[src/rtl/axil_master_cmd.sv]
// Single-outstanding AXI-Lite master: converts a command/response handshake into
// one complete AXI-Lite read or write transaction at a time; all outputs registered.
module axil_master_cmd #(
    parameter int AXI_DATA_WIDTH = 32,
    parameter int AXI_ADDR_WIDTH = 32
) (
    input  logic                          aclk,
    input  logic                          aresetn,
    input  logic                          cmd_valid,
    output logic                          cmd_ready,
    input  logic                          cmd_write,
    input  logic [AXI_ADDR_WIDTH-1:0]     cmd_addr,
    input  logic [AXI_DATA_WIDTH-1:0]     cmd_wdata,
    input  logic [AXI_DATA_WIDTH/8-1:0]   cmd_wstrb,
    input  logic [2:0]                    cmd_prot,
    output logic                          rsp_valid,
    input  logic                          rsp_ready,
    output logic                          rsp_write,
    output logic [AXI_DATA_WIDTH-1:0]     rsp_rdata,
    output logic [1:0]                    rsp_resp,
    output logic [AXI_ADDR_WIDTH-1:0]     m_axil_awaddr,
    output logic [2:0]                    m_axil_awprot,
    output logic                          m_axil_awvalid,
    input  logic                          m_axil_awready,
    output logic [AXI_DATA_WIDTH-1:0]     m_axil_wdata,
    output logic [AXI_DATA_WIDTH/8-1:0]   m_axil_wstrb,
    output logic                          m_axil_wvalid,
    input  logic                          m_axil_wready,
    input  logic [1:0]                    m_axil_bresp,
    input  logic                          m_axil_bvalid,
    output logic                          m_axil_bready,
    output logic [AXI_ADDR_WIDTH-1:0]     m_axil_araddr,
    output logic [2:0]                    m_axil_arprot,
    output logic                          m_axil_arvalid,
    input  logic                          m_axil_arready,
    input  logic [AXI_DATA_WIDTH-1:0]     m_axil_rdata,
    input  logic [1:0]                    m_axil_rresp,
    input  logic                          m_axil_rvalid,
    output logic                          m_axil_rready
);

    localparam int STRB_W = AXI_DATA_WIDTH / 8;

    typedef enum logic [2:0] {
        S_IDLE    = 3'd0,
        S_WR_REQ  = 3'd1,
        S_WR_RESP = 3'd2,
        S_RD_REQ  = 3'd3,
        S_RD_RESP = 3'd4,
        S_RSP     = 3'd5
    } state_t;

    state_t                      r_state, w_state_next;
    logic                        r_cmd_ready, w_cmd_ready_next;
    logic                        r_awvalid, w_awvalid_next;
    logic                        r_wvalid, w_wvalid_next;
    logic                        r_bready, w_bready_next;
    logic                        r_arvalid, w_arvalid_next;
    logic                        r_rready, w_rready_next;
    logic [AXI_ADDR_WIDTH-1:0]   r_awaddr, w_awaddr_next;
    logic [2:0]                  r_awprot, w_awprot_next;
    logic [AXI_DATA_WIDTH-1:0]   r_wdata, w_wdata_next;
    logic [STRB_W-1:0]           r_wstrb, w_wstrb_next;
    logic [AXI_ADDR_WIDTH-1:0]   r_araddr, w_araddr_next;
    logic [2:0]                  r_arprot, w_arprot_next;
    logic                        r_rsp_valid, w_rsp_valid_next;
    logic                        r_rsp_write, w_rsp_write_next;
    logic [AXI_DATA_WIDTH-1:0]   r_rsp_rdata, w_rsp_rdata_next;
    logic [1:0]                  r_rsp_resp, w_rsp_resp_next;
    logic                        w_aw_done, w_w_done;

    // A channel counts as done once its valid is low or is handshaking this cycle
    assign w_aw_done = !r_awvalid || m_axil_awready;
    assign w_w_done  = !r_wvalid  || m_axil_wready;

    always_comb begin
        w_state_next     = r_state;
        w_cmd_ready_next = r_cmd_ready;
        w_awvalid_next   = r_awvalid;
        w_wvalid_next    = r_wvalid;
        w_bready_next    = r_bready;
        w_arvalid_next   = r_arvalid;
        w_rready_next    = r_rready;
        w_awaddr_next    = r_awaddr;
        w_awprot_next    = r_awprot;
        w_wdata_next     = r_wdata;
        w_wstrb_next     = r_wstrb;
        w_araddr_next    = r_araddr;
        w_arprot_next    = r_arprot;
        w_rsp_valid_next = r_rsp_valid;
        w_rsp_write_next = r_rsp_write;
        w_rsp_rdata_next = r_rsp_rdata;
        w_rsp_resp_next  = r_rsp_resp;

        case (r_state)
            S_IDLE: begin
                w_cmd_ready_next = 1'b1;
                if (cmd_valid && r_cmd_ready) begin
                    w_cmd_ready_next = 1'b0;
                    if (cmd_write) begin
                        w_awaddr_next  = cmd_addr;
                        w_awprot_next  = cmd_prot;
                        w_wdata_next   = cmd_wdata;
                        w_wstrb_next   = cmd_wstrb;
                        w_awvalid_next = 1'b1;
                        w_wvalid_next  = 1'b1;
                        w_state_next   = S_WR_REQ;
                    end else begin
                        w_araddr_next  = cmd_addr;
                        w_arprot_next  = cmd_prot;
                        w_arvalid_next = 1'b1;
                        w_state_next   = S_RD_REQ;
                    end
                end
            end
            S_WR_REQ: begin
                if (r_awvalid && m_axil_awready) w_awvalid_next = 1'b0;
                if (r_wvalid && m_axil_wready)   w_wvalid_next  = 1'b0;
                if (w_aw_done && w_w_done) begin
                    w_bready_next = 1'b1;
                    w_state_next  = S_WR_RESP;
                end
            end
            S_WR_RESP: begin
                if (m_axil_bvalid && r_bready) begin
                    w_bready_next    = 1'b0;
                    w_rsp_resp_next  = m_axil_bresp;
                    w_rsp_rdata_next = '0;
                    w_rsp_write_next = 1'b1;
                    w_rsp_valid_next = 1'b1;
                    w_state_next     = S_RSP;
                end
            end
            S_RD_REQ: begin
                if (r_arvalid && m_axil_arready) begin
                    w_arvalid_next = 1'b0;
                    w_rready_next  = 1'b1;
                    w_state_next   = S_RD_RESP;
                end
            end
            S_RD_RESP: begin
                if (m_axil_rvalid && r_rready) begin
                    w_rready_next    = 1'b0;
                    w_rsp_rdata_next = m_axil_rdata;
                    w_rsp_resp_next  = m_axil_rresp;
                    w_rsp_write_next = 1'b0;
                    w_rsp_valid_next = 1'b1;
                    w_state_next     = S_RSP;
                end
            end
            S_RSP: begin
                if (rsp_ready) begin
                    w_rsp_valid_next = 1'b0;
                    w_cmd_ready_next = 1'b1;
                    w_state_next     = S_IDLE;
                end
            end
            default: begin
                // Unused encodings recover to a quiet IDLE
                w_state_next     = S_IDLE;
                w_cmd_ready_next = 1'b0;
                w_awvalid_next   = 1'b0;
                w_wvalid_next    = 1'b0;
                w_bready_next    = 1'b0;
                w_arvalid_next   = 1'b0;
                w_rready_next    = 1'b0;
                w_rsp_valid_next = 1'b0;
            end
        endcase
    end

    always_ff @(posedge aclk) begin
        if (!aresetn) begin
            r_state     <= S_IDLE;
            r_cmd_ready <= 1'b0;
            r_awvalid   <= 1'b0;
            r_wvalid    <= 1'b0;
            r_bready    <= 1'b0;
            r_arvalid   <= 1'b0;
            r_rready    <= 1'b0;
            r_awaddr    <= '0;
            r_awprot    <= '0;
            r_wdata     <= '0;
            r_wstrb     <= '0;
            r_araddr    <= '0;
            r_arprot    <= '0;
            r_rsp_valid <= 1'b0;
            r_rsp_write <= 1'b0;
            r_rsp_rdata <= '0;
            r_rsp_resp  <= 2'b00;
        end else begin
            r_state     <= w_state_next;
            r_cmd_ready <= w_cmd_ready_next;
            r_awvalid   <= w_awvalid_next;
            r_wvalid    <= w_wvalid_next;
            r_bready    <= w_bready_next;
            r_arvalid   <= w_arvalid_next;
            r_rready    <= w_rready_next;
            r_awaddr    <= w_awaddr_next;
            r_awprot    <= w_awprot_next;
            r_wdata     <= w_wdata_next;
            r_wstrb     <= w_wstrb_next;
            r_araddr    <= w_araddr_next;
            r_arprot    <= w_arprot_next;
            r_rsp_valid <= w_rsp_valid_next;
            r_rsp_write <= w_rsp_write_next;
            r_rsp_rdata <= w_rsp_rdata_next;
            r_rsp_resp  <= w_rsp_resp_next;
        end
    end

    assign cmd_ready      = r_cmd_ready;
    assign rsp_valid      = r_rsp_valid;
    assign rsp_write      = r_rsp_write;
    assign rsp_rdata      = r_rsp_rdata;
    assign rsp_resp       = r_rsp_resp;
    assign m_axil_awaddr  = r_awaddr;
    assign m_axil_awprot  = r_awprot;
    assign m_axil_awvalid = r_awvalid;
    assign m_axil_wdata   = r_wdata;
    assign m_axil_wstrb   = r_wstrb;
    assign m_axil_wvalid  = r_wvalid;
    assign m_axil_bready  = r_bready;
    assign m_axil_araddr  = r_araddr;
    assign m_axil_arprot  = r_arprot;
    assign m_axil_arvalid = r_arvalid;
    assign m_axil_rready  = r_rready;

endmodule

[config.mk]
export PLATFORM = sky130hd
export DESIGN_NAME = axil_master_cmd
export DESIGN_NICKNAME = d
export VERILOG_FILES = /design/src/rtl/axil_master_cmd.sv
export SDC_FILE = /design/constraint.sdc
export NUM_CORES = 1
export LEC_CHECK = 0
export CORE_UTILIZATION = 30
export CTS_CLUSTER_SIZE = 16
export DETAILED_ROUTE_END_ITERATION = 8
export DONT_BUFFER_PORTS = 1
export SYNTH_ARGS = -nofsm -noshare
export SYNTH_HDL_FRONTEND = slang
export SYNTH_SLANG_ARGS = --single-unit
[constraint.sdc]
create_clock -name aclk -period 4.5 [get_ports aclk]
set_input_delay 0.45 -clock aclk [delete_from_list [all_inputs] [get_ports aclk]]
set_output_delay 0.45 -clock aclk [all_outputs]
set_load 0.01 [all_outputs]
# Word level (Yosys, flattened, before mapping)
# Index checks and enable logic that the tools add are counted.
# classes
eq_ne,15
muxes,38
n_bitwise,7
reduce_logical,30
# op_table
op,n
2-to-1 mux 32 bit,2
one-hot mux 32 bit (2 select lines),1
"inequality test 2 bit, second input constant",10
OR reduction 4 bit,5
2-to-1 mux 3 bit,6
one-hot mux 1 bit (3 select lines),6
one-hot mux 3 bit (6 select lines),1
2-to-1 mux 1 bit,16
AND reduction 4 bit,4
AND reduction 3 bit,5
logical AND 1 bit,7
NOT 1 bit,7
"== test 3 x 2 -> 1 bit, second input constant",2
"== test 3 bit, second input constant",2
2-to-1 mux 2 bit,3
AND reduction 6 bit,1
one-hot mux 1 bit (4 select lines),1
one-hot mux 2 bit (2 select lines),1
"== test 3 x 1 -> 1 bit, second input constant",1
logical NOT 3 bit,1
OR reduction 3 bit,1
logical NOT 1 bit,2
logical OR 1 bit,2
one-hot mux 1 bit (2 select lines),1
2 further kinds,2
# totals
register_bits,151
in_bits,117

# Longest topological paths before layout
# Gate-level depths: netlist of run 1.
# logic_depth
word_depth,5
mapped_depth,7
ltp_nobuf,5

# Worst setup path after synthesis of run 1
# OpenSTA, ideal clock, no wires.
# synth_timing
path_kind,input to register
from,in cmd_valid
to,reg r_awaddr[16] (netlist: m_axil_awaddr[16])
t_arrival_ns,1.447
t_required_ns,4.430
path_slack_ns,2.983
path_stages,7
path_buffers,2
cell_sequence,nand2_1 -> nor4_2 -> and2_1 -> buf_2 -> buf_2 -> nand2_1 -> a21boi_1
# synth_between
elab_chain_cells,2
# synth_lines
item,line_no,text
from (decl),9,"input logic cmd_valid,"
logical AND 1 bit,98,if (cmd_valid && r_cmd_ready) begin
AND reduction 3 bit (no line),--,
to (signal assigned),199,r_awaddr <= w_awaddr_next;
to (decl),60,"logic [AXI_ADDR_WIDTH-1:0] r_awaddr, w_awaddr_next;"
# No other way between the ends.
# A chain may end at the register's enable or synchronous reset.

# Worst setup path in the final report of run 1
# layout_timing
from,reg r_state[0]
to,reg r_wdata[15] (netlist: m_axil_wdata[15])
# layout_between
elab_chain_cells,2
# layout_lines
item,line_no,text
from (decl),53,"state_t r_state, w_state_next;"
from (signal assigned),192,r_state <= w_state_next;
logical NOT 3 bit,95,case (r_state)
AND reduction 3 bit (no line),--,
to (signal assigned),201,r_wdata <= w_wdata_next;
to (decl),62,"logic [AXI_DATA_WIDTH-1:0] r_wdata, w_wdata_next;"
# No other way between the ends.

==> results by group, run 1 <==
Synthesis
  – Yosys top cell by area: dfxtp_1
  – Synth Register Bits: around 150
  – Netlist cell types: 37
  – Synth Area per Inst: approximately 8.5 sq um
  – EDFF count, synth: 0
  – Post-synthesis instance area: 0.00586 sq mm
  – Synth top area share: 0.515
  – Top post-synthesis cells by area: dfxtp_1 (52%), nand2_1 (16%), a21boi_0 (9.1%)
  – Synth Flop Type: dfxtp_1
  – Yosys warns: 0
  – Synth async-reset ratio: 0
  – Syn Inst Count: between 600 and 700
  – Post-synthesis sequential area ratio: 0.515
  – Mapped Nets: 810

Pwr
  – Logic pwr share: 0.100
  – Peak VDD IR: roughly 0.23 mV
  – NetSw: about 990 uW
  – Power share of the clock group: 0.434
  – Sw Ratio: 0.291
  – Seq pwr share: 0.466
  – PD cells: 515 mW/mm^2
  – P_int: roughly 2400 uW
  – Lkg Pwr: roughly 0.0022 uW

Routing
  – Drt first pass iters: 4
  – Post-route DRC violation count: 0
  – DR WL/cell: 16.4 microns
  – Total number of vias: about 4500
  – Vias/cell: 4.78
  – Drt total wl: 15.4 mm
  – Post-DRT Antenna Nets: 0
  – Starting DRT DRC Count: roughly 220

Layout
  – Share of layout cells above drive strength 1: 0.0678
  – Final Util: 0.348
  – Area growth syn-to-layout: 12.4%
  – Diode count: 0
  – FILL cells: a little under 2000
  – Finished Layout Cells: around 940
  – Fin nets: 782

Critical path
  – Reg2reg setup slack: 1860 ps
  – Setup crit end: m_axil_wdata[15]$_SDFFE_PN0P_
  – Crit path kind: flop to flop
  – Crit. Startpoint: r_state[0]$_SDFFE_PN0P_
  – Critical path peak fanout: 50
  – Crit end category: flop
  – Worst R2R Start: r_state[0]$_SDFFE_PN0P_
  – Worst reg2reg path depth: 5
  – R2R Path End: m_axil_wdata[15]$_SDFFE_PN0P_
  – Critical Path RT: 4830 ps
  – Worst Setup Start Kind: flop
  – Arrival @ worst endpoint: a little under 3000 ps

Die
  – Rows: 50
  – Core area: between 0.015 and 0.02 sq mm
  – Ports: around 270
  – Starting Density: 0.309
  – Die extent in y: approximately 140 microns
  – Die X: ~140 microns
  – Die area: 0.0201 sq mm

Global routing
  – Antenna violations before repair: 0
  – First-pass GRT wire length: roughly 23 mm
  – Vias in the first global route: 4137
  – Final global-route overflow total: 0
  – Total global routing track utilization: 0.148
  – Pin count of the biggest net entering global routing: 150

STA
  – Final Hold Viols: 0
  – Fin. max-slew vios: 0
  – Post-route minimum period: roughly 2600 ps
  – Setup TNS Final: 0 ps
  – Worst Clk Skew: about 9 ps
  – RSZ-0062 raised after global routing: no
  – Highest Clock Rate: about 380 MHz
  – Final setup viols: 0
  – Worst-Margin Slew: approximately 1100 ps
  – Max_slew headroom: 0.275
  – Period utilisation layout: 0.586

Placement
  – Placer Congestion: about 0.74
  – HPWL after detailed placement: 10.3 mm
  – Dpl cells: around 910
  – PortBufs: 0

Clock network
  – CTS tree: yes
  – PostCTS Resize Cnt: 0
  – Clock buffer depth: 2
  – Clock sink total: between 150 and 200
  – Post-CTS Hold Fix Bufs: 0
  – Clk pin slew, worst setup/hold paths: ~70 ps
  – Htree depth: 4
  – Post-CTS setup-driven buffer insertion count: 0
  – Clock tree root buffer cell: clkbuf_16
  – CTS buffer count: 17
  – Worst skew pair latency: about 420 ps

Outcome
  – Status: completed

Hold path
  – Hold Crit Class: input pin to flop

Flow run
  – Max-cap check violation count: 0
[synthesized netlist by cell type, types with 2 or more instances]
cell type and number:
a21boi_0 71, a21boi_1 69, a21oi_1 4, a22oi_1 2, a2bb2oi_1 2, a311oi_1 2, a31oi_1 2, a32oi_1 3
buf_2 9, buf_4 7, buf_6 3, clkbuf_1 33, dfxtp_1 151, inv_1 3, mux2i_1 2, nand2_1 257
nand2b_1 4, nand3_1 33, nor2_1 9, nor2b_1 6, o211a_1 2, o21ai_0 4
[registers in the layout, summed over array words and instances, names as in the netlist]
name	count
m_axil_rready	1
m_axil_arvalid	1
m_axil_wvalid	1
r_state	3
m_axil_wdata	32
rsp_rdata	32
rsp_write	1
rsp_valid	1
rsp_resp	2
m_axil_awvalid	1
m_axil_araddr	32
m_axil_arprot	3
m_axil_awprot	3
m_axil_awaddr	32
m_axil_bready	1
cmd_ready	1
m_axil_wstrb	4
[cells in the final DEF (no fill, tap or decap), types with 2 or more instances in the layout]
cell	instances
a21boi_0	71
a21boi_1	69
a21oi_1	4
a22oi_1	2
a2bb2oi_1	2
a311oi_1	2
a31oi_1	2
a32oi_1	3
buf_4	5
bufinv_16	2
clkbuf_16	17
clkinv_4	2
clkinvlp_4	2
dfxtp_1	151
inv_1	3
inv_6	3
inv_8	4
mux2i_1	2
nand2_1	256
nand2b_1	4
nand3_1	33
nor2_1	8
nor2b_1	5
o211a_1	2
o21ai_0	4
[logic make-up after synthesis]
logic type             count (synthesis)  share of synthesized area
flip-flops                           151                      0.515
AO/OA/AOI/OAI                        168                      0.216
buffers and inverters                 55                     0.0454
multiplexers                           2                    0.00341
AND/OR/NAND/NOR                      317                      0.220
[per-layer routing]
| layer | GRT usage | vias to the layer above | part of all wire | wire length (microns) |
|---|---|---|---|---|
| li1 | - | 2232 | - | - |
| met1 | 0.160 | 2024 | 0.39 | 5980 |
| met2 | 0.245 | 219 | 0.47 | 7180 |
| met3 | 0.0884 | 7 | 0.14 | 2130 |
| met4 | 0.0390 | 0 | 0.0075 | 115 |
| met5 | 0 | - | 0 | 0 |
[per-stage QoR]
stage               setup slack, ps  hold slack (ps)  instance area, sq um  power (uW)
finish                         1860              145                  6590        3390
global route                   1600              113                  6590        3560
CTS                            1820              116                  6590        3440
detailed placement             1840              492                  5980        1960
global placement               1920              486                  5980        1950
floorplan                      2980              475                  5860        1880
[power by group through the flow]
stage	Combinational, uW	Clock (uW)	Sequential, uW
after floorplan	330	0	1550
after global placement	341	0	1610
after detailed placement	344	0	1610
after CTS	345	1520	1580
after global routing	386	1570	1600
final	338	1470	1580
[worst min-delay path by stage]
| stage | start | to | slack, ps | depth (start not counted) |
|---|---|---|---|---|
| 6_report | m_axil_wready | m_axil_wvalid$_SDFFE_PN0P_ | 150 | 1 |
| 5_1_grt | m_axil_wready | m_axil_wvalid$_SDFFE_PN0P_ | 110 | 1 |
| 4_1_cts | m_axil_awready | m_axil_awvalid$_SDFFE_PN0P_ | 120 | 1 |
| 3_5_place_dp | rsp_rdata[16]$_SDFFE_PN0P_ | rsp_rdata[16]$_SDFFE_PN0P_ | 490 | 2 |
| 3_3_place_gp | rsp_rdata[19]$_SDFFE_PN0P_ | rsp_rdata[19]$_SDFFE_PN0P_ | 490 | 2 |
| 2_1_floorplan | rsp_rdata[10]$_SDFFE_PN0P_ | rsp_rdata[10]$_SDFFE_PN0P_ | 480 | 2 |
[critical path, cell delays in order, from the launching register on]
cell and delay (ps):
dfxtp_1 570, nor4_2 530, and2_2 580, buf_4 560
nand2_1 100, a21boi_0 200
[area by class of cell]
class                      instances  area [sq um]  area share
sequential                       151          3020       0.459
tap                              260           325      0.0494
clock inverter                    15           185      0.0281
timing repair buffer               5          37.5     0.00569
clock buffer                      17           425      0.0645
inverter                           3          11.3     0.00171
multi-input combinational        487          2580       0.392
(Power assumes the default switching activity.)
==> run 2: changes to the inputs <==
Settings changed: ABC_AREA from default to 1.
Clock period 4.5 ns to 2.2 ns, I/O delays scaled along.
==> run 2 against run 1 <==
Against the previous run: maximum frequency up 29%; setup slack worse by 1700 ps; core utilization up 4.5 points.
==> results by group, run 2 <==
Outcome
  – Status: completed

Pwr
  – PD cells: 1150 mW/mm^2 (+120%)
  – Lkg Pwr: 0.00337 uW (+56%)
  – Peak VDD IR: 0.523 mV (+130%)

Critical path
  – CP max stage cell: dlygate4sd3_1
  – Critical Path, Cell by Cell: nor2_8 -> nand2_2 -> nor3_4 -> buf_12 -> buf_4 -> o21ai_1 -> nor2_1 -> dlygate4sd3_1
  – Arrival @ worst endpoint: 2410 ps (-560 ps)
  – CP peak stage delay: 560 ps (-20 ps)
  – Worst R2R Start: r_state[0]$_SDFFE_PN0P_
  – Worst Setup Start Kind: flop
  – Crit. Startpoint: r_state[0]$_SDFFE_PN0P_
  – CP top delay family: buffers and inverters
  – WP buf/inv: 3 (+2)
  – Crit path kind: flop to flop
  – Critical Path RT: 2560 ps (-2270 ps)
  – Critical path peak fanout: 11 (-78%)
  – Crit end category: flop

Synthesis
  – Mapped Nets: 915 (+13%)
  – Yosys top cell by area: dfxtp_1
  – Yosys warns: 0 (unchanged)
  – Most frequent cell after synthesis: nor2_1
  – Post-synthesis sequential area ratio: 0.510 (-0.00555)
  – Top cells by count, synth: nor2_1 (232), dfxtp_1 (151), o21ai_0 (80)
  – Top post-synthesis cells by area: dfxtp_1 (51%), nor2_1 (15%), o21ai_0 (6.8%)
  – Synth Register Bits: 151 (unchanged)
  – Synth top area share: 0.510 (-0.00555)
  – Netlist cell types: 20 (-46%)
  – Synth async-reset ratio: 0 (unchanged)
  – Syn Inst Count: 798 (+15%)
  – Synth Flop Type: dfxtp_1
  – EDFF count, synth: 0 (unchanged)
  – Synth Area per Inst: 7.43 sq um (-12%)
  – Post-synthesis instance area: 0.00593 sq mm (+1.1%)

Die
  – Die X: 143 microns (+0.53%)
  – Rows: 51 (+2.0%)
  – Ports: 265 (unchanged)
  – Core area: 0.0194 sq mm (+2.3%)
  – Die area: 0.0203 sq mm (+1.1%)
  – Die extent in y: 143 microns (+0.53%)
  – Starting Density: 0.306 (-0.00377)

STA
  – Final Hold Viols: 0 (unchanged)
  – Worst-Margin Slew: 486 ps (-601 ps)
  – Setup TNS Final: 0 ps (unchanged)
  – Worst Clk Skew: 11.2 ps (+2.48 ps)
  – Highest Clock Rate: 487 MHz (+29%)
  – Final setup viols: 0 (unchanged)
  – Fin. max-slew vios: 0 (unchanged)
  – Post-route minimum period: 2050 ps (-587 ps)
  – Max_slew headroom: 0.676 (+0.401)
  – Period utilisation layout: 0.932 (+0.346)
  – RSZ-0062 raised after global routing: no

Placement
  – PortBufs: 0 (unchanged)
  – Placer Congestion: 0.837 (+13%)
  – HPWL after detailed placement: 10.4 mm (+1.0%)
  – Area post-placement: 0.00608 sq mm (+1.7%)
  – Dpl cells: 1022 (+13%)

Clock network
  – Clock buffer depth: 2 (unchanged)
  – Clock tree root buffer cell: clkbuf_16
  – Worst skew pair latency: 420 ps (about the same)
  – Clock sink total: 151 (unchanged)
  – Clk pin slew, worst setup/hold paths: 70 ps (about the same)
  – Htree depth: 4 (unchanged)
  – CTS buffer count: 17 (unchanged)
  – CTS tree: yes

Layout
  – FILL cells: 2010 (+1.1%)
  – Area growth syn-to-layout: 28.4%
  – Finished Layout Cells: 1142 (+22%)
  – Diode count: 0 (unchanged)
  – Share of layout cells above drive strength 1: 0.0946 (+0.0268)
  – Final Util: 0.392 (+0.0446)
  – Fin nets: 981 (+25%)
  – FF/Latch Area: 0.00303 sq mm (about the same)
  – Commonest non-fill, non-tap cell in the layout: nor2_1
  – Final design instance area without fill: 0.00761 sq mm (+15%)
  – Commonest non-fill, non-tap cells in the layout: nor2_1 (232), dfxtp_1 (149), dlygate4sd3_1 (86)
  – Area of the multi-input gates: 0.00233 sq mm (-9.8%)

Routing
  – Post-DRT Antenna Nets: 0 (unchanged)
  – Post-route DRC violation count: 0 (unchanged)
  – Total number of vias: 5309 (+18%)
  – Drt total wl: 16.8 mm (+9.2%)
  – Starting DRT DRC Count: 206 (-8.0%)
  – DR WL/cell: 14.7 microns (-10%)
  – Vias/cell: 4.65 (-2.7%)
  – Drt first pass iters: 4 (unchanged)

Global routing
  – Pin count of the biggest net entering global routing: 134 (-11%)
  – Final global-route overflow total: 0 (unchanged)
  – Vias in the first global route: 5086 (+23%)
  – Antenna violations before repair: 0 (unchanged)
  – Total global routing track utilization: 0.162 (+0.0137)
  – First-pass GRT wire length: 25.8 mm (+13%)

Hold path
  – Hold Crit Class: input pin to flop
  – Worst Hold Launch: m_axil_bresp[0]

Flow run
  – Max-cap check violation count: 0 (unchanged)
[run 2: cell count changes after synthesis, moves of 9 or more]
cell      change
a21boi_1     -69
nand2_1     -216
nor2_1      +223
a21boi_0     -71
o21ai_0      +76
nand3_1      -13
inv_1        +74
a21oi_1      +40
clkbuf_1     -14
o21ai_1      +64
nor2_2       +30
buf_2         +9
[run 2: kinds of logic after synthesis]
kind of cell	after synthesis	synth area share
buffers and inverters	129	0.0979
AND/OR/NAND/NOR	329	0.232
flip-flops	151	0.510
AO/OA/AOI/OAI	189	0.160
[run 2: final timing paths]
kind,endpoint,slack (ps),depth (start not counted)
setup / recovery,m_axil_araddr[23]$_SDFFE_PN0P_,150,8
hold / removal,rsp_resp[0]$_SDFFE_PN0P_,80,4
setup reg to reg,m_axil_araddr[23]$_SDFFE_PN0P_,150,8
hold reg to reg,rsp_rdata[9]$_SDFFE_PN0P_,490,2
[run 2: timing repair]
action	in CTS	in global routing
resized for setup	0	9
setup buffers	0	1
endpoints found under the hold margin	147	0
setup endpoints to repair	0	14
hold buffers	87	0
[run 2: power breakdown]
| group | leakage [uW] | internal [uW] | switching [uW] |
|---|---|---|---|
| Combinational | 0.00185 | 702 | 1150 |
| Clock | 0.000290 | 1630 | 1330 |
| Sequential | 0.00123 | 3270 | 666 |
[run 2: layout make-up]
class                   instances  area share
multi-input cells             518       0.306
inverters                      80      0.0404
flip-flops and latches        151       0.398
clock buffers                  17      0.0559
well taps                     265      0.0436
clock inverters                15      0.0227
repair buffers                 96       0.134
[run 2: worst reg2reg max path: cells and delay by family (launching register included)]
kind                   cells  cell delay, ps
buffers and inverters      3             870
AND/OR/NAND/NOR            4             660
flip-flops                 1             400
AO/OA/AOI/OAI              1              70
[run 2: stage by stage]
| stage | setup slack (ps) | hold slack (ps) | total power (uW) |
|---|---|---|---|
| 6_report | 149 | 76.2 | 8750 |
| 5_1_grt | 13.3 | 75.4 | 9290 |
| 4_1_cts | 28.1 | 53.9 | 8820 |
| 3_5_place_dp | 468 | 356 | 5640 |
| 3_3_place_gp | 559 | 350 | 5600 |
| 2_1_floorplan | 771 | 348 | 5290 |
[run 2: metal layers]
| metal | up-vias | track usage | part of all wire |
|---|---|---|---|
| li1 | 2652 | - | - |
| met4 | 0 | 0.0532 | 0.0087 |
| met3 | 11 | 0.0734 | 0.11 |
| met2 | 222 | 0.272 | 0.47 |
| met1 | 2424 | 0.181 | 0.42 |
| met5 | - | 0 | 0 |
==> run 3: changes to the inputs <==
Clock period 2.2 ns to 2.1 ns, I/O delays scaled along.
==> run 3 against run 2 <==
Against the previous run: routed wire length is 1.2% higher; final cell count is 0.53% higher; highest routed layer unchanged; sequential power is 5.3% higher; first-iteration DRC count is 33% higher.
==> results by group, run 3 (synthesis gave the netlist of run 2 again) <==
Clock network
  – Htree depth: 4 (unchanged)
  – Clock buffer depth: 2 (unchanged)
  – Clk pin slew, worst setup/hold paths: 70 ps (about the same)
  – CTS buffer count: 17 (unchanged)
  – Post-CTS setup-driven buffer insertion count: 0 (unchanged)
  – CTS tree: yes
  – Clock sink total: 151 (unchanged)
  – Worst skew pair latency: 420 ps (about the same)
  – Clock tree root buffer cell: clkbuf_16

Layout
  – Commonest non-fill, non-tap cells in the layout: nor2_1 (231), dfxtp_1 (148), dlygate4sd3_1 (91)
  – Fin nets: 987 (+0.61%)
  – FILL cells: 2010 (unchanged)
  – FF/Latch Area: 0.00303 sq mm (about the same)
  – Final Util: 0.394 (+0.00136)
  – Commonest non-fill, non-tap cell in the layout: nor2_1
  – Area growth syn-to-layout: 28.8%
  – Diode count: 0 (unchanged)
  – Area of the multi-input gates: 0.00233 sq mm (+0.11%)
  – Share of layout cells above drive strength 1: 0.0974 (+0.00275)

Global routing
  – Antenna violations before repair: 0 (unchanged)
  – First-pass GRT wire length: 25.9 mm (+0.32%)
  – Vias in the first global route: 5103 (+0.33%)
  – Final global-route overflow total: 0 (unchanged)
  – Total global routing track utilization: 0.163 (+0.00161)
  – Pin count of the biggest net entering global routing: 129 (-3.7%)

Hold path
  – Hold Crit Class: input pin to flop

Routing
  – DR WL/cell: 14.8 microns (+0.68%)
  – Starting DRT DRC Count: 274 (+33%)
  – Total number of vias: 5300 (-0.17%)
  – Drt total wl: 17.0 mm (+1.2%)
  – Vias/cell: 4.62 (-0.69%)
  – Post-DRT Antenna Nets: 0 (unchanged)
  – Drt first pass iters: 4 (unchanged)
  – Post-route DRC violation count: 0 (unchanged)

STA
  – Fin. max-slew vios: 0 (unchanged)
  – Worst Clk Skew: 10.9 ps (-0.299 ps)
  – WHS: 67.9 ps (-8.32 ps)
  – Max_slew headroom: 0.646 (-0.0298)
  – Post-route minimum period: 1980 ps (-73.8 ps)
  – Period utilisation layout: 0.942 (+0.00926)
  – Highest Clock Rate: 506 MHz (+3.7%)
  – Worst-Margin Slew: 531 ps (+44.7 ps)
  – Final Hold Viols: 0 (unchanged)
  – Final setup viols: 0 (unchanged)
  – Setup TNS Final: 0 ps (unchanged)

Die
  – Rows: 51 (unchanged)
  – Core area: 0.0194 sq mm (unchanged)
  – Die extent in y: 143 microns (unchanged)
  – Ports: 265 (unchanged)
  – Die X: 143 microns (unchanged)
  – Starting Density: 0.306 (unchanged)
  – Die area: 0.0203 sq mm (unchanged)

Outcome
  – Status: completed

Placement
  – Placer Congestion: 0.799 (-4.5%)
  – HPWL after detailed placement: 10.8 mm (+3.3%)
  – PortBufs: 0 (unchanged)

Pwr
  – Total power: 9240 uW (+5.6%)
  – PD cells: 1210 mW/mm^2 (+5.2%)
  – Lkg Pwr: 0.00331 uW (-1.8%)
  – Peak VDD IR: 0.505 mV (-3.5%)

Critical path
  – Critical Path RT: 2410 ps (-150 ps)
  – Arrival @ worst endpoint: 2290 ps (-120 ps)
  – Critical path peak fanout: 6 (-5)
  – Crit path kind: flop to flop
  – Crit end category: flop
  – Worst Setup Start Kind: flop

Flow run
  – Max-cap check violation count: 0 (unchanged)
[run 3: cell types whose count changed in the layout (fill, tap and decap cells not counted), sizes merged]
cell,before,now
clkinvlp,2,1
inv,91,90
buf,10,11
clkinv,1,3
dlygate4sd3,86,91
[run 3: through the flow]
| step | std cells | cell area (sq um) | setup slack [ps] |
|---|---|---|---|
| floorplan | 798 | 5930 | 671 |
| detailed placement | 1024 | 6090 | 367 |
| finish | 1148 | 7640 | 122 |
| global placement | 1024 | 6090 | 400 |
| global route | 1148 | 7640 | -10.8 |
| CTS | 1148 | 7630 | 33.0 |
[run 3: timing repair]
item                                    4_1_cts  5_1_grt
endpoints found under the setup margin        0       16
hold buffers                                 92        0
endpoints found under the hold margin       147        0
gates resized for setup                       0        5
[run 3: routing by layer]
layer,wire (microns),track usage,up-vias,part of all wire
met5,0,0,-,0
met4,247,0.0543,0,0.015
met3,1690,0.0710,20,0.099
met2,7870,0.275,216,0.46
met1,7210,0.184,2404,0.42
li1,-,-,2660,-
[run 3: where the power goes]
group | leakage, uW | switching [uW] | internal [uW]
Clock | 0.000293 | 1410 | 1710
Sequential | 0.00123 | 712 | 3430
Combinational | 0.00179 | 1210 | 767
[run 3: critical path, cell delays in order (launching register included)]
cell and delay (ps):
dfxtp_1 440, nand2_1 220, nand3_1 160, nand2_1 90, nor2_2 230, nand3_1 100
nand2_1 60, dlygate4sd3_1 530, nor2_1 40
[run 3: final cells by class]
| cell class | instances | area share |
|---|---|---|
| multi-input combinational | 518 | 0.305 |
| clock buffer | 17 | 0.0557 |
| tap | 265 | 0.0434 |
| timing repair buffer | 102 | 0.136 |
| clock inverter | 15 | 0.0231 |
| sequential | 151 | 0.396 |
| inverter | 80 | 0.0396 |
[run 3: worst paths after layout]
kind / slack (ps) / cells after the start / to / start
setup / recovery: 120 / 8 / r_state[1]$_SDFFE_PN0P_ / cmd_ready$_SDFFE_PN0P_
setup reg to reg: 120 / 8 / r_state[1]$_SDFFE_PN0P_ / cmd_ready$_SDFFE_PN0P_
hold / removal: 70 / 4 / rsp_rdata[0]$_SDFFE_PN0P_ / m_axil_rdata[0]
hold reg to reg: 490 / 2 / rsp_rdata[31]$_SDFFE_PN0P_ / rsp_rdata[31]$_SDFFE_PN0P_
